`src/rtl/result_buf_pkg.sv`:
```
// rtl/result_buf_pkg.sv - shared constants and entry record for the result buffer (RESULT_BUF_PARITY_EN adds parity)
package result_buf_pkg;

   localparam int DEPTH  = 2;
   localparam int CNT_W  = 2;
   localparam int DATA_W = 16;

   // One stored word plus the flags captured when it was written
   typedef struct packed {
      logic [DATA_W-1:0] data;
      logic              zr;
      logic              ng;
`ifdef RESULT_BUF_PARITY_EN
      logic              par;
`endif
   } entry_t;

endpackage

```
`src/rtl/result_flags.sv`:
```
// rtl/result_flags.sv - combinational zero/negative/parity flags of a word (par only with RESULT_BUF_PARITY_EN)
module result_flags #(
   parameter int WIDTH = 16
) (
   input  logic [WIDTH-1:0] word,
   output logic             zr,
`ifdef RESULT_BUF_PARITY_EN
   output logic             par,
`endif
   output logic             ng
);

   // Flags are pure functions of the word being written
   always_comb begin
      zr = (word == '0);
      ng = word[WIDTH-1];
`ifdef RESULT_BUF_PARITY_EN
      par = ^word;
`endif
   end

endmodule

```
`src/rtl/result_buf16.sv`:
```
// rtl/result_buf16.sv - two-entry result FIFO with stored zr/ng flags (RESULT_BUF_PARITY_EN adds out_par)
module result_buf16
   import result_buf_pkg::*;
#(
   parameter int WIDTH = DATA_W
) (
   input  logic             clk,
   input  logic             rst_n,
   input  logic             in_valid,
   input  logic [WIDTH-1:0] in_data,
   output logic             in_ready,
   output logic             out_valid,
   input  logic             out_ready,
   output logic [WIDTH-1:0] out_data,
   output logic             out_zr,
   output logic             out_ng,
`ifdef RESULT_BUF_PARITY_EN
   output logic             out_par,
`endif
   output logic [1:0]       count
);

   logic [CNT_W-1:0] count_q;
   logic             wr_ptr;
   logic             rd_ptr;
   entry_t           mem [DEPTH];
   entry_t           new_entry;
   entry_t           head;
   logic             push;
   logic             pop;
   logic             flag_zr;
   logic             flag_ng;
`ifdef RESULT_BUF_PARITY_EN
   logic             flag_par;
`endif

   result_flags #(.WIDTH(WIDTH)) u_flags (
      .word (in_data),
      .zr   (flag_zr),
`ifdef RESULT_BUF_PARITY_EN
      .par  (flag_par),
`endif
      .ng   (flag_ng)
   );

   // Handshakes; a pop frees a slot in the same cycle so a full buffer can still accept
   always_comb begin
      pop      = (count_q != '0) && out_ready;
      in_ready = (count_q < CNT_W'(DEPTH)) || pop;
      push     = in_valid && in_ready;
   end

   // Assemble the entry with its flags so they never need recomputing at the output
   always_comb begin
      new_entry      = '0;
      new_entry.data = DATA_W'(in_data);
      new_entry.zr   = flag_zr;
      new_entry.ng   = flag_ng;
`ifdef RESULT_BUF_PARITY_EN
      new_entry.par  = flag_par;
`endif
   end

   // Storage, pointers and occupancy; when full, push and pop share the head slot
   always_ff @(posedge clk or negedge rst_n) begin
      if (!rst_n) begin
         count_q <= '0;
         wr_ptr  <= 1'b0;
         rd_ptr  <= 1'b0;
         for (int i = 0; i < DEPTH; i++) begin
            mem[i] <= '0;
         end
      end else begin
         if (push) begin
            mem[wr_ptr] <= new_entry;
            wr_ptr      <= ~wr_ptr;
         end
         if (pop) begin
            rd_ptr <= ~rd_ptr;
         end
         case ({push, pop})
            2'b10:   count_q <= count_q + 1'b1;
            2'b01:   count_q <= count_q - 1'b1;
            default: count_q <= count_q;
         endcase
      end
   end

   // Head outputs come straight from flops, so reset clears them with the storage
   always_comb begin
      head      = mem[rd_ptr];
      out_valid = (count_q != '0);
      out_data  = WIDTH'(head.data);
      out_zr    = head.zr;
      out_ng    = head.ng;
`ifdef RESULT_BUF_PARITY_EN
      out_par   = head.par;
`endif
      count     = count_q;
   end

endmodule
```
`config.mk`:
```
export PLATFORM = sky130hd
export DESIGN_NAME = result_buf16
export DESIGN_NICKNAME = d
export VERILOG_FILES = /design/src/rtl/result_buf_pkg.sv /design/src/rtl/result_flags.sv /design/src/rtl/result_buf16.sv
export SDC_FILE = /design/constraint.sdc
export NUM_CORES = 1
export LEC_CHECK = 0
export CELL_PAD_IN_SITES_DETAIL_PLACEMENT = 1
export CELL_PAD_IN_SITES_GLOBAL_PLACEMENT = 2
export CORE_MARGIN = 4
export CORE_UTILIZATION = 33
export DETAILED_ROUTE_END_ITERATION = 16
export GPL_ROUTABILITY_DRIVEN = 0
export PLACE_DENSITY = 0.79
export SETUP_SLACK_MARGIN = 0.02
export SLEW_MARGIN = 25
export SYNTH_ARGS = -nofsm -noshare
export SYNTH_HDL_FRONTEND = slang
export SYNTH_SLANG_ARGS = --single-unit
export TNS_END_PERCENT = 1
```
`constraint.sdc`:
```
create_clock -name clk -period 1.75 [get_ports clk]
set_clock_uncertainty 0.1 [all_clocks]
set_input_delay 0.35 -clock clk [delete_from_list [all_inputs] [get_ports clk]]
set_output_delay 0.35 -clock clk [all_outputs]
set_load 0.03 [all_outputs]
```
==> run summary, run 1 <==
placed inst area -> 0.002325 mm²
largest fanout on the critical path -> 4
most area-consuming cells after synthesis -> dfrtp_1 54%, mux2_2 25%, mux2_4 7.7%
critical path startpoint category -> flip-flop
syn_nets -> 137
initial antenna violation count -> 0
CTS root buf -> clkbuf_8
Initial Util -> 34.20%
FF-to-FF End -> mem[20]
CTS Buf Count -> 5
Lkg Pwr -> 0.001113 µW
final setup fails -> 17
final WL -> 3.893 mm
Fmax -> 0.5556 GHz
cell area after synthesis -> 0.001758 mm²
pre-CTS setup slack -> -201.6 ps
WL per Instance -> 16.09 µm
DIE AREA -> 0.006559 mm²
most instantiated cells after synthesis -> 39 x mux2_2, 38 x dfrtp_1, 9 x mux2_4, 4 x nor4_1, 3 x xnor2_1
Synth cell types -> 22
status -> complete, but fails checks
Vias per Instance -> 4.748
I/O pin count -> 42
Clock Latency Late Sink -> 280 ps
detailed placement HPWL -> 2.911 mm
Die Height -> 80.99 µm
WHS -> 395.3 ps
first-pass GRT wire length -> 6.472 mm
DR pass1 iterations -> 3
area leader, netlist -> dfrtp_1
Min-Delay Path Class -> in2async
#FFs+latches synth -> 38
Residual DRC -> 0
Async SR Flop Fraction -> 100.0%
Power Density -> 2135 mW/mm²
CTS tree -> yes
Max Cap Viol -> 0
critical path arrival -> 1350 ps
Synth warnings -> 0
vias in the first global route -> 1268
most frequent cell after synthesis -> mux2_2
ANT nets after route -> 0
Global Route Usage Sum -> 13.18%
Post-Synthesis Cells -> 116
minimum clock period -> 1800 ps
Seq/Total Area, Yosys -> 54.09%
Reg2Reg Launch Point -> count[1]
Horiz. Die Dim -> 80.99 µm
Power, Total -> 5246 µW
clock tree buffer depth -> 2
final worst slack -> -49.70 ps
clk slew on worst S/H paths -> 70 ps
num rows -> 26
internal reg-to-reg setup slack -> 150 ps
fin nets -> 193
fraction of layout cells with a size suffix above 1 -> 52.33%
Avg Cell Area, Syn -> 15.15 µm²
DR iter-0 viols -> 56
setup TNS -> -508.9 ps
number of flops mapped to enable cells by yosys -> 0
Final Max Slew Viols -> 0
R2R depth -> 5
WP data required -> 1300 ps
Via Count -> 1149
pin count of the biggest net entering global routing -> 16
CTS H-tree lvls -> 2
Crit Path Class -> reg2out
unrepaired setup endpoints after global routing -> yes
Core ar. -> 0.005140 mm²
layout overhead on the synthesized area -> 39.79%
Final Cell Area -> 0.002457 mm²
Setup crit end kind -> output pin
final hold violation count -> 0
Max rail drop VDD -> 0.9107 mV
worst-margin pin slew -> 368.4 ps
failing checks -> negative setup slack
Worst slew margin -> 75.21%
Final period util -> 102.8%
number of diodes -> 0
share of the synthesized area in the top cell type -> 54.09%
Main synth FF type -> dfrtp_1
total gr overflow -> 0
port bufs -> 41
clock sink total -> 38
## critical path, stage by stage (launching register included)
cell,delay (ps)
dfrtp_1,390
buf_4,160
mux2_2,330
buf_2,180
## report_power, final
group | leakage, µW | internal, µW | switching [µW]
registers | 0.000451 | 1310 | 233
clock network | 0.0000383 | 274 | 278
logic | 0.000623 | 1680 | 1470
total | 0.00111 | 3260 | 1980
## stage by stage
stage / utilization [%] / instances
floorplan: - / 116
global placement: 45.23 / 234
detailed placement: 45.23 / 234
CTS: 48.27 / 242
global route: 47.81 / 242
finish: 47.81 / 242
## state kept, by name, indices dropped and copies added (netlist names)
| name | cells |
|---|---|
| mem | 34 |
| count | 2 |
| rd_ptr | 1 |
| wr_ptr | 1 |
## how the worst max path moves through the flow
stage,slack [ps],to,startpoint
CTS,-180,out_data[0],rd_ptr
floorplan,-50,out_data[15],rd_ptr
detailed placement,-200,out_ng,rd_ptr
global route,-100,out_data[0],rd_ptr
finish,-50,out_data[0],rd_ptr
global placement,-180,out_data[2],rd_ptr
## repair_timing
| action | in CTS | in global routing |
|---|---|---|
| setup buffers | 0 | 0 |
| resized for setup | 118 | 7 |
| endpoints found under the hold margin | 13 | 0 |
| hold buffers | 1 | 0 |
| endpoints found under the setup margin | 20 | 19 |
| pin swaps | 0 | 0 |
## layer usage
metal  global-route usage, %  wire length (µm)  vias up  share of wire, %
met5                       0                 0        -                 0
met1                   16.47              1730      590                44
met2                   21.43              1911       32                49
li1                        -                 -      522                 -
met3                   4.545               210        5               5.4
met4                   4.054                41        0               1.1
## cells by family (layout without fill, tap and decap cells)
| kind of cell | after synthesis | count (layout) | share of synthesized area (%) |
|---|---|---|---|
| XOR/XNOR | 5 | 5 | 2.492 |
| adder cells (fa/ha/maj) | 1 | 1 | 0.7116 |
| buffers and inverters | 8 | 64 | 3.630 |
| AND/OR/NAND/NOR | 13 | 13 | 4.983 |
| flip-flops | 38 | 38 | 54.09 |
| multiplexers | 50 | 50 | 33.81 |
| AO/OA/AOI/OAI | 1 | 1 | 0.2844 |
## area by class of cell
cell class              count  area [µm²]
repair buffers             55       540.5
inverters                   2       7.507
clock buffers               7       76.32
multi-input cells          70       794.5
fillers                   552        2683
flip-flops and latches     38       950.9
well taps                  70       87.58
## cells in the final DEF, fill, tap and decap left out, types with 2 or more instances in the layout
cell type         n
xor2_1            2
buf_12            3
mux2_4           22
mux2_2           26
clkdlybuf4s50_1  18
buf_6            14
buf_4            12
dlygate4sd2_1     2
mux2i_1           2
buf_2             4
clkbuf_8          5
xnor2_1           3
nand2_1           2
dfrtp_1          38
inv_1             2
nor4_1            4
clkbuf_1          2
No activity file was read; power rests on OpenSTA's default activity.
==> inputs of run 2 (changes only) <==
Settings changed: CORE_MARGIN 4 to 8.
==> run 2 against run 1 <==
Net effect:
- the flow still finishes with violations (negative setup slack)
- die area is 21% higher
- routed wire length is 10% higher
- design area is 3.4% higher
- total power is 5.7% higher
- via count is 0.17% higher
- final cell count is 2.5% higher
- worst hold slack better by 15 ps
- flip-flop and latch count stayed put
- largest cell class unchanged
- largest power group unchanged
==> run summary, run 2 (same netlist as run 1, synthesis figures left out) <==
Clk pwr share -> 11.3% (was 10.5%)
Fmax -> 0.5464 GHz (was 0.5556 GHz)
CTS H-tree lvls -> 2 (unchanged)
DR pass1 iterations -> 4 (was 3)
crit path capture -> out_data[2] (was out_data[0])
Register Area -> 952.2 µm² (was 950.9 µm²)
CTS root buf -> clkbuf_8 (unchanged)
vias in the first global route -> 1372 (was 1268)
final worst slack -> -80.30 ps (was -49.70 ps)
critical path startpoint category -> flip-flop (unchanged)
most common cell after layout, fill and taps aside -> dfrtp_1 (unchanged)
Crit Path Class -> reg2out (unchanged)
commonest cells after routing, fill and taps aside -> 37 x dfrtp_1, 24 x mux2_4, 24 x mux2_2 (was 38 x dfrtp_1, 26 x mux2_2, 22 x mux2_4)
clock sink total -> 38 (unchanged)
Horiz. Die Dim -> 88.99 µm (was 80.99 µm)
DR iter-0 viols -> 44 (was 56)
DIE AREA -> 0.007918 mm² (was 0.006559 mm²)
Net Sw Power -> 2078 µW (was 1981 µW)
Min-Delay Path Class -> reg2reg (was in2async)
minimum clock period -> 1830 ps (was 1800 ps)
register share of total power -> 28.4% (was 29.5%)
Setup crit end kind -> output pin (unchanged)
internal reg-to-reg setup slack -> 120 ps (was 150 ps)
Final period util -> 104.6% (was 102.8%)
Power Density -> 2182 mW/mm² (was 2135 mW/mm²)
pin count of the biggest net entering global routing -> 21 (was 16)
final setup fails -> 17 (unchanged)
first-pass GRT wire length -> 6.941 mm (was 6.472 mm)
Initial Util -> 34.20% (unchanged)
I/O pin count -> 42 (unchanged)
Reg2Reg Launch Point -> count[0] (was count[1])
Switching Fraction -> 37.48% (was 37.77%)
layout overhead on the synthesized area -> 44.48% (was 39.79%)
Die Height -> 88.99 µm (was 80.99 µm)
Final Max Slew Viols -> 0 (unchanged)
Global Route Usage Sum -> 11.66% (was 13.18%)
number of diodes -> 0 (unchanged)
critical path arrival -> 1380 ps (was 1350 ps)
Pint -> 3465 µW (was 3265 µW)
total gr overflow -> 0 (unchanged)
clk slew on worst S/H paths -> 80 ps (was 70 ps)
CTS tree -> yes (unchanged)
largest fanout on the critical path -> 7 (was 4)
R2R depth -> 5 (unchanged)
status -> complete, but fails checks (unchanged)
fraction of layout cells with a size suffix above 1 -> 55.06% (was 52.33%)
Worst slew margin -> 69.68% (was 75.21%)
Multi-input gate area -> 802.0 µm² (was 794.5 µm²)
num rows -> 26 (unchanged)
# fillers -> 550 (was 552)
FF-to-FF End -> count[1] (was mem[20])
CTS Buf Count -> 5 (unchanged)
Residual DRC -> 0 (unchanged)
Layout Cells excl Fill -> 248 (was 242)
WHS -> 410.4 ps (was 395.3 ps)
final WL -> 4.289 mm (was 3.893 mm)
Via Count -> 1151 (was 1149)
port bufs -> 41 (unchanged)
Lkg Pwr -> 0.001161 µW (was 0.001113 µW)
Clock Latency Late Sink -> 290 ps (was 280 ps)
WL per Instance -> 17.29 µm (was 16.09 µm)
pre-CTS setup slack -> -210.1 ps (was -201.6 ps)
Max Cap Viol -> 0 (unchanged)
Power, Total -> 5543 µW (was 5246 µW)
unrepaired setup endpoints after global routing -> yes (unchanged)
initial antenna violation count -> 0 (unchanged)
worst-margin pin slew -> 454.9 ps (was 368.4 ps)
Logic pwr share -> 60.3% (was 60.0%)
failing checks -> negative setup slack (unchanged)
WP data required -> 1300 ps (about the same)
Core ar. -> 0.005140 mm² (unchanged)
number of flip-flops in the largest register -> 34 (unchanged)
Vias per Instance -> 4.641 (was 4.748)
fin nets -> 198 (was 193)
ANT nets after route -> 0 (unchanged)
clock tree buffer depth -> 2 (unchanged)
Max rail drop VDD -> 0.8687 mV (was 0.9107 mV)
Top reg by flops -> mem (unchanged)
final hold violation count -> 0 (unchanged)
worst setup path startpoint -> rd_ptr (unchanged)
Cell Count Post-Placement -> 237 (was 234)
## run 2: what timing repair did
action                                 4_1_cts  5_1_grt
gates cloned                                 0        1
resized for setup                          108       31
endpoints found under the hold margin       18        0
setup buffers                                0        1
setup endpoints to repair                   20       18
hold buffers                                 1        0
## run 2: final cells by class
| class | count | share of cell area (%) |
|---|---|---|
| Sequential cell | 38 | 37.49 |
| Inverter | 2 | 0.2956 |
| Tap cell | 70 | 3.448 |
| Multi-Input combinational cell | 70 | 31.58 |
| Timing Repair Buffer | 60 | 23.60 |
| Clock inverter | 1 | 0.1970 |
| Clock buffer | 7 | 3.399 |
## run 2: worst min path at each step
stage               startpoint       end  slack [ps]  cells after the start
detailed placement       rst_n   mem[29]         220                      1
CTS                    mem[10]   mem[10]         410                      1
finish                 mem[21]   mem[21]         410                      1
global route            wr_ptr    wr_ptr         420                      1
floorplan                rst_n  count[0]         -50                      0
global placement         rst_n   mem[11]         210                      1
## run 2: per-stage QoR
step / utilization [%] / instance area [µm²] / TNS, ps
2_1_floorplan: - / 1760 / -83.25
3_3_place_gp: 45.18 / 2322 / -6610
3_5_place_dp: 45.18 / 2322 / -8192
4_1_cts: 46.96 / 2414 / -1180
5_1_grt: 49.42 / 2540 / -1603
6_report: 49.42 / 2540 / -1009
## run 2: power by group through the flow
stage / clock, µW / combinational (µW) / sequential [µW]
floorplan: 0 / 1890 / 1530
global placement: 0 / 2920 / 1520
detailed placement: 0 / 2990 / 1560
CTS: 646 / 3000 / 1540
global route: 685 / 3530 / 1630
finish: 628 / 3340 / 1570
## run 2: worst max-delay path: stages, from the launching register on
cell and delay, ps:
dfrtp_2 460, clkbuf_16 180, mux2_4 310, buf_6 140
## run 2: layer usage
layer | track usage [%] | part of all wire [%] | vias to the layer above
met5 | 0 | 0 | -
li1 | - | - | 530
met3 | 4.504 | 7.5 | 6
met2 | 18.94 | 49 | 34
met1 | 13.80 | 42 | 581
met4 | 3.776 | 0.98 | 0
